## src/rtl/osc_phase_sweep.sv

```systemverilog
// Phase sweep for the oscillator slots.
// Each sample tick walks the slot index through every voice/oscillator/oe
// combination. The pitch stage answers a fixed number of cycles later, and
// that answer is added to a 32-bit phase register kept for each {voice, osc}
// slot. A note_on resets the phases of its voice at the next visit (key sync).
module osc_phase_sweep #(
  parameter int VOICES    = 8,
  parameter int V_OSC     = 4,
  parameter int V_WIDTH   = 3,
  parameter int O_WIDTH   = 2,
  parameter int OE_WIDTH  = 1,
  parameter int E_WIDTH   = O_WIDTH + OE_WIDTH,
  parameter int PITCH_LAT = 3
) (
  input  logic                         const_clk,
  input  logic                         reset_reg_N,
  input  logic                         sample_tick,
  input  logic                         note_on,
  input  logic [V_WIDTH-1:0]           cur_key_adr,
  input  logic [23:0]                  osc_pitch_val,
  output logic [V_WIDTH+E_WIDTH-1:0]   xxxx,
  output logic [31:0]                  phase_out,
  output logic [V_WIDTH+O_WIDTH-1:0]   phase_idx,
  output logic                         phase_valid,
  output logic                         sweep_busy,
  output logic                         sweep_done,
  output logic                         overrun
);

  localparam int IDX_W  = V_WIDTH + E_WIDTH;
  localparam int SLOT_W = V_WIDTH + O_WIDTH;
  localparam int SLOTS  = VOICES * V_OSC;
  localparam int DCNT_W = (PITCH_LAT > 1) ? $clog2(PITCH_LAT) : 1;

  typedef enum logic [1:0] {
    ST_IDLE,
    ST_SWEEP,
    ST_DRAIN
  } state_t;

  // Sweep sequencer
  state_t                r_state;
  state_t                w_state_nxt;
  logic [IDX_W-1:0]      r_xxxx;
  logic [IDX_W-1:0]      w_xxxx_nxt;
  logic [DCNT_W-1:0]     r_dcnt;
  logic [DCNT_W-1:0]     w_dcnt_nxt;
  logic                  w_busy;
  logic                  w_done;
  logic                  r_overrun;

  // Issued index delayed to line up with the returned pitch: {valid, index}
  logic [PITCH_LAT-1:0][IDX_W:0] r_dly;

  // Key sync
  logic                  r_note_meta;
  logic                  r_note_sync;
  logic                  r_note_prev;
  logic                  w_key_edge;
  logic [VOICES-1:0]     r_sync_flag;

  // Phase storage and output registers
  logic [31:0]           r_phase [SLOTS];
  logic [31:0]           r_phase_out;
  logic [SLOT_W-1:0]     r_phase_idx;
  logic                  r_phase_valid;

  // Capture-stage decode
  logic [IDX_W:0]        w_cap;
  logic                  w_cap_vld;
  logic [IDX_W-1:0]      w_cap_idx;
  logic [OE_WIDTH-1:0]   w_cap_oe;
  logic [SLOT_W-1:0]     w_cap_slot;
  logic [V_WIDTH-1:0]    w_cap_voice;
  logic [O_WIDTH-1:0]    w_cap_osc;
  logic                  w_cap_upd;
  logic [31:0]           w_sum;
  logic [31:0]           w_new_phase;

  // Sequencer state register
  always_ff @(posedge const_clk or negedge reset_reg_N) begin
    if (!reset_reg_N) begin
      r_state <= ST_IDLE;
      r_xxxx  <= '0;
      r_dcnt  <= '0;
    end else begin
      // NOTE: sequential state always uses non-blocking assignment so every
      // register samples pre-edge values regardless of statement order.
      r_state <= w_state_nxt;
      r_xxxx  <= w_xxxx_nxt;
      r_dcnt  <= w_dcnt_nxt;
    end
  end

  // Sequencer next-state: walk all indices, then wait out the pitch latency
  always_comb begin
    // NOTE: every output of this block gets a default first, so no path can
    // leave a signal unassigned and infer a latch.
    w_state_nxt = r_state;
    w_xxxx_nxt  = r_xxxx;
    w_dcnt_nxt  = r_dcnt;
    w_busy      = 1'b0;
    w_done      = 1'b0;
    case (r_state)
      ST_IDLE: begin
        w_xxxx_nxt = '0;
        w_dcnt_nxt = '0;
        if (sample_tick) w_state_nxt = ST_SWEEP;
      end
      ST_SWEEP: begin
        w_busy = 1'b1;
        if (r_xxxx == {IDX_W{1'b1}}) begin
          w_state_nxt = ST_DRAIN;
          w_xxxx_nxt  = '0;
          w_dcnt_nxt  = '0;
        end else begin
          w_xxxx_nxt = r_xxxx + IDX_W'(1);
        end
      end
      ST_DRAIN: begin
        w_busy = 1'b1;
        if (r_dcnt == DCNT_W'(PITCH_LAT - 1)) begin
          w_done      = 1'b1;
          w_state_nxt = ST_IDLE;
        end else begin
          w_dcnt_nxt = r_dcnt + DCNT_W'(1);
        end
      end
      default: w_state_nxt = ST_IDLE;
    endcase
  end

  // Sticky flag for a tick that arrives while a sweep is still running
  always_ff @(posedge const_clk or negedge reset_reg_N) begin
    if (!reset_reg_N) begin
      r_overrun <= 1'b0;
    end else if (sample_tick && (r_state != ST_IDLE)) begin
      r_overrun <= 1'b1;
    end
  end

  // Delay the issued index so it arrives together with its pitch word
  always_ff @(posedge const_clk or negedge reset_reg_N) begin
    if (!reset_reg_N) begin
      r_dly <= '0;
    end else begin
      r_dly[0] <= {(r_state == ST_SWEEP), r_xxxx};
      for (int i = 1; i < PITCH_LAT; i++) begin
        r_dly[i] <= r_dly[i-1];
      end
    end
  end

  assign w_cap       = r_dly[PITCH_LAT-1];
  assign w_cap_vld   = w_cap[IDX_W];
  assign w_cap_idx   = w_cap[IDX_W-1:0];
  assign w_cap_oe    = w_cap_idx[OE_WIDTH-1:0];
  assign w_cap_slot  = w_cap_idx[IDX_W-1:OE_WIDTH];
  assign w_cap_voice = w_cap_slot[SLOT_W-1:O_WIDTH];
  assign w_cap_osc   = w_cap_slot[O_WIDTH-1:0];
  assign w_cap_upd   = w_cap_vld && (w_cap_oe == '0);
  assign w_sum       = r_phase[w_cap_slot] + {8'h00, osc_pitch_val};
  assign w_new_phase = r_sync_flag[w_cap_voice] ? 32'h0 : w_sum;

  // Synchronise note_on into this clock domain and keep one previous sample
  always_ff @(posedge const_clk or negedge reset_reg_N) begin
    if (!reset_reg_N) begin
      r_note_meta <= 1'b0;
      r_note_sync <= 1'b0;
      r_note_prev <= 1'b0;
    end else begin
      r_note_meta <= note_on;
      r_note_sync <= r_note_meta;
      r_note_prev <= r_note_sync;
    end
  end

  assign w_key_edge = r_note_sync & ~r_note_prev;

  // Per-voice key-sync flags: cleared after the voice's last oscillator,
  // but a fresh key event in that same cycle keeps the flag set
  always_ff @(posedge const_clk or negedge reset_reg_N) begin
    if (!reset_reg_N) begin
      r_sync_flag <= '0;
    end else begin
      for (int v = 0; v < VOICES; v++) begin
        if (w_cap_upd && (w_cap_voice == V_WIDTH'(v)) &&
            (w_cap_osc == O_WIDTH'(V_OSC - 1))) begin
          r_sync_flag[v] <= 1'b0;
        end
        if (w_key_edge && (cur_key_adr == V_WIDTH'(v))) begin
          r_sync_flag[v] <= 1'b1;
        end
      end
    end
  end

  // Accumulate the captured pitch into the slot phase and publish the result
  always_ff @(posedge const_clk or negedge reset_reg_N) begin
    if (!reset_reg_N) begin
      // NOTE: the phase array is reset explicitly because a key-sync-free
      // start from zero is part of the behaviour, which rules out RAM mapping.
      for (int s = 0; s < SLOTS; s++) begin
        r_phase[s] <= '0;
      end
      r_phase_out   <= '0;
      r_phase_idx   <= '0;
      r_phase_valid <= 1'b0;
    end else begin
      r_phase_valid <= 1'b0;
      if (w_cap_upd) begin
        r_phase[w_cap_slot] <= w_new_phase;
        r_phase_out         <= w_new_phase;
        r_phase_idx         <= w_cap_slot;
        r_phase_valid       <= 1'b1;
      end
    end
  end

  assign xxxx        = r_xxxx;
  assign phase_out   = r_phase_out;
  assign phase_idx   = r_phase_idx;
  assign phase_valid = r_phase_valid;
  assign sweep_busy  = w_busy;
  assign sweep_done  = w_done;
  assign overrun     = r_overrun;

endmodule

```

## config.mk

```make
export PLATFORM = sky130hd
export DESIGN_NAME = osc_phase_sweep
export DESIGN_NICKNAME = d
export VERILOG_FILES = /design/src/rtl/osc_phase_sweep.sv
export SDC_FILE = /design/constraint.sdc
export NUM_CORES = 2
export LEC_CHECK = 0
export ABC_CLOCK_PERIOD_IN_PS = 8420
export BUFFER_PORTS_ARGS = -buffer_cell sky130_fd_sc_hd__buf_2
export CAP_MARGIN = 20
export CORE_MARGIN = 2
export CORE_UTILIZATION = 55
export CTS_CLUSTER_SIZE = 14
export DETAILED_ROUTE_END_ITERATION = 10
export MAX_ROUTING_LAYER = met4
export PLACE_DENSITY = 0.7
export SLEW_MARGIN = 20
export SYNTH_ARGS = -nofsm -noshare
export SYNTH_HDL_FRONTEND = slang
export SYNTH_SLANG_ARGS = --single-unit
```

## constraint.sdc

```tcl
create_clock -name const_clk -period 8.42 [get_ports const_clk]
set_clock_uncertainty 0.1 [all_clocks]
set_input_delay 0.421 -clock const_clk [delete_from_list [all_inputs] [get_ports const_clk]]
set_output_delay 0.421 -clock const_clk [all_outputs]
set_load 0.02 [all_outputs]
```

Word level (Yosys, flattened, before mapping):

Index checks and enable logic that the tools add are counted.

* word-level logic and storage cells: 168
* input port bits: 31
* flip-flop bits (word level): 1105
* output and inout bits: 47

* eq/ne operators: 23
* magnitude comparators: 3
* reductions and logical operators: 44
* bitwise logic cells: 4
* $add $sub $neg: 3
* mux-type cells: 38

Operators by type and width (number)
* bitwise mux 1024 bit: 1
* binary-select mux 32 bit (select 5 bit): 1
* demux 32 bit (select 5 bit): 1
* two-way mux 32 bit: 4
* adder 32 x 24 -> 32 bit: 1
* logical AND 1 bit: 27
* equality test 3 bit (second input constant): 8
* two-way mux 1 bit: 21
* nonzero test 2 bit: 10
* equality test 3 x 2 -> 1 bit (second input constant): 4
* case mux 2 bit (3 select lines): 2
* case mux 6 bit (2 select lines): 1
* two-way mux 2 bit: 5
* inequality test 2 bit (second input constant): 4
* adder 6 x 1 -> 6 bit (second input constant): 1
* equality test 2 bit (second input constant): 3
* equality test 3 x 1 -> 1 bit (second input constant): 2
* equality test 6 bit (second input constant): 1
* >= comparator 6 bit (second input constant): 1
* zero test 3 bit: 2
* less-than comparator 6 x 1 -> 1 bit (second input constant): 1
* two-way mux 6 bit: 1
* NOT 5 -> 6 bit: 1
* AND reduction 3 bit: 2
* other kinds (9): 10

Logic depth before layout (Yosys ltp):

* depth after elaboration: 7
* mapped depth: 25
* gate-level depth less buffers: 15

Worst setup path before layout:

No wires, ideal clock.

* path kind: register -> register
* start: register r_dly (netlist bit w_cap[1])
* end: register r_phase[959] in the netlist's numbering
* cell stages (with the launch flop): 23
* buffers on the path: 9
* slack: 2.808 ns
* arrival: 5.390 ns
* period minus slack after synthesis: 5.612 ns
* setup time: 0.122 ns
* data required time: 8.198 ns
* cells stage by stage: dfrtp_1 buf_6 buf_6 buf_6 buf_6 buf_4 clkbuf_1 buf_2 mux4_2 mux4_2 nand2_1 nand2_1 ha_1 clkbuf_1 nand3_1 or3_1 or2_2 a211oi_1 o31a_1 nand4_1 xnor2_2 buf_6 o21ai_2

* word-level cells in the longest chain between the ends: 7
* elaborated cells on any way between the ends: 12
* those cells by class: add/sub (1); order compare (2); mux (7); bitwise (1); reduce/logical (1)

RTL lines
* start: declaration: RTL line 53 `logic [PITCH_LAT-1:0][IDX_W:0] r_dly;`
* start signal: indexed assignment: RTL line 149 `r_dly[i] <= r_dly[i-1];`
* NOT 5 -> 6 bit (implied by the code) *: RTL line 162, 212
* binary-select mux 32 bit (select 5 bit): RTL line 162 `assign w_sum = r_phase[w_cap_slot] + {8'h00, osc_pitch_val};`
* two-way mux 32 bit (implied by the code) (2 in series): RTL line 162
* adder 32 x 24 -> 32 bit: RTL line 162
* two-way mux 32 bit: RTL line 163 `assign w_new_phase = r_sync_flag[w_cap_voice] ? 32'h0 : w_sum;`
* bitwise mux 1024 bit *: RTL line 212 `r_phase[w_cap_slot] <= w_new_phase;`
* end signal: indexed assignment: RTL line 212
* end: declaration: RTL line 63 `logic [31:0] r_phase [SLOTS];`

Mark *: on every way between the ends. The rest lies on a longest branch, timed or not. The select of a mux whose other input is x is not followed.
A chain may end at the register's enable or synchronous reset.

Worst setup path in the final report:

* start: register r_dly (netlist bit w_cap[2])
* end: register r_phase[536] in the netlist's numbering

Same word-level chain as after synthesis.

==> metrics <==
Tightest Pin Transition=1.09 ns; CTS clock-pin slew for the worst setup and hold paths=0.06 ns; setup TNS=0 ns; CP endpoint kind=register; number of synthesized register bits=1,105; Post-Syn Area per Cell=10.9 um^2; RSZ-0062 raised after global routing=false; Max Cap Viol=0; critical path arrival=6.67 ns; Worst Reg2Reg Path Length in Cells=16; layout cells sized above 1=0.158; dpl cell area=0.0509 mm^2; sequential share of the synthesized area=0.553; Final setup viols=0; startpoint types=register; HP Class=primary input to asynchronous set/reset pin; DRC errors left=0; Mapped Cells=4,597; DIE HEIGHT=305 um; I/O pins=78; Starting Density=0.555; area of the core=0.0900 mm^2; area grow syn2layout=9.98%; syn_nets=4,658; crit-path max FO=49; Root Buffer=clkbuf_16; HPWL Detailed=79.2 mm; most instantiated cells after synthesis=1,178 x nand2_1, 1,105 x dfrtp_1, 939 x o21ai_0, 323 x clkbuf_1, 284 x mux4_2; Max Freq=0.162 GHz; top cell type's share of synthesized area=0.553; pin count of the biggest net entering global routing=178; Ys Warns=0; power per cell area=228 mW/mm^2; first-pass GRT wire length=218 mm; 1st-pass router iterations=6; WP data required=8.90 ns; # resized after CTS=0; slowest CP cell=dfrtp_4; Post-CTS Setup Bufs=0; Final min period=6.19 ns; fin area=0.0550 mm^2; Synth cell types=65; # rows=110; Worst path max stage delay=0.92 ns; clock buffer depth=3; synthesized area=0.0500 mm^2; max_slew headroom=0.274; crit-path cells=buf_4 > mux4_2 > mux4_2 > nand2_1 > nand2_1 > ha_1 > inv_1 > fa_1 > nand2b_1 > a21oi_1 > o21ai_1 > o31a_1 > a32oi_1 > xnor2_1 > nand2_1 > o21ai_0; routed len/inst=24.5 um; TritonCTS clock tree=done; GRT Util Overall=0.316; initial antenna violation count=3; CTS Buf Count=112; Post-synth top flop=dfrtp_1; gr ovfl total=0; top post-synthesis cells by area=dfrtp_1 55%, mux4_2 13%, o21ai_0 9.4%, nand2_1 8.8%, clkbuf_1 2.4%; P_leak=0.0247 uW; port bufs=77; # clock sinks=1,105; most frequent CP cell=nand2_1; storage element area=0.0277 mm^2; Slew Viols, Final=0; antenna-violating nets left=0; Post-synth EDFFs=0; CTS Hold Buffers Added=6; Final GP Congestion=0.862; drt total wl=140 mm; most common cell in the netlist=nand2_1; Nets=4,511; FILL cells=7,076; CTS H-tree depth=3; fin crit share=0.735; Setup CP Type=register to register; leading area contributor after synthesis=dfrtp_1; Die X=305 um; worst vdd ir=0.172 mV; final core utilization=0.611; outcome=completed; Async S/R FF share, synth=1.00; total number of vias=35,918; area occupied by multi-input gates=0.0206 mm^2; DR vias/cell=6.28; worst skew pair latency=0.69 ns; Die ar.=0.0933 mm^2; DR iter-0 viols=4,216; vias in the first global route=35,735; Fin. Hold Viols=0
==> placed cells by master (no fill, tap or decap), types with 7 or more instances in the layout <==
cell type,instances
dfrtp_1,1101
ha_1,29
clkbuf_8,29
nor2_1,58
o31ai_1,33
o21ai_2,31
xnor2_1,11
clkbuf_1,26
o221ai_1,7
nand2_4,13
nand3_1,45
inv_1,16
buf_4,67
bufinv_16,13
o21ai_0,938
nand2b_1,7
buf_2,76
mux4_2,284
nor3_1,105
a21oi_1,71
mux2i_1,56
clkinv_2,19
nand2_1,1141
buf_12,11
a21o_1,9
nand2_2,24
o22ai_1,7
clkbuf_16,113
o21ai_1,10
a22o_1,43
and3_1,7
mux4_1,18
==> kinds of logic (layout without fill, tap and decap cells) <==
logic type / after synthesis / count (layout) / synth area share
compound gates: 1198 / 1198 / 0.132
xor+xnor: 22 / 22 / 0.00401
fa+ha+maj: 30 / 30 / 0.00766
buf+inv: 443 / 391 / 0.0392
flops: 1105 / 1105 / 0.553
mux: 361 / 361 / 0.150
other cells: 0 / 2 / 0
simple gates: 1438 / 1438 / 0.115
==> cell type report <==
class / count / share of cell area
multi-input combinational: 3049 / 0.375
sequential: 1105 / 0.503
inverter: 18 / 0.00128
clock buffer: 168 / 0.0605
clock inverter: 41 / 0.0106
tap: 1176 / 0.0268
timing repair buffer: 164 / 0.0224
antenna: 2 / 0.0000911
==> worst paths after layout <==
check / endpoint / from / slack (ns)
max: r_phase[536] / w_cap[2] / 2.23
min: r_phase[788] / reset_reg_N / 0.23
max reg2reg: r_phase[536] / w_cap[2] / 2.23
min reg2reg: w_cap[5] / r_dly[12] / 0.25
max in group asynchronous: r_phase[883] / reset_reg_N / 5.81
min in group const_clk: w_cap[5] / r_dly[12] / 0.25
==> registers in the layout (all words and copies together) (netlist names) <==
name / flops
r_note_meta: 1
r_state: 2
r_note_prev: 1
r_dly: 14
phase_out: 32
w_cap: 7
phase_idx: 5
phase_valid: 1
r_dcnt: 2
xxxx: 6
r_note_sync: 1
overrun: 1
r_phase: 1024
r_sync_flag: 8
==> per-stage QoR <==
stage                     total power [uW]  hold WS, ns  worst slack [ns]  cells
after floorplan                       6910       0.0254              2.81   4597
after detailed placement              7340        0.238              2.31   5503
final                                12500        0.230              2.23   5723
after CTS                            12600        0.251              2.31   5718
after global placement                7280        0.231              2.47   5503
after global routing                 13000        0.255              1.94   5722
==> report_power, final <==
group          internal (uW)  switching [uW]  total (uW)
sequential              5820             283        6110
combinational            476             690        1170
clock                   3130            2130        5250
total                   9420            3100       12500
==> worst max-delay path, delay by kind of cell, from the launching register on <==
family	cells	cell delay, ns
compound gates	5	2.05
xor+xnor	1	0.25
fa+ha+maj	2	0.62
buf+inv	2	0.59
flops	1	0.92
mux	2	0.52
simple gates	4	0.96
==> routing by layer <==
layer | vias up | global-route usage | wire, um
li1 | 15835 | - | -
met1 | 18321 | 0.423 | 57100
met2 | 1426 | 0.492 | 67000
met3 | 336 | 0.0523 | 10900
met4 | 0 | 0.115 | 5270
met5 | - | - | 0
Power figures use the tool's default switching activity.
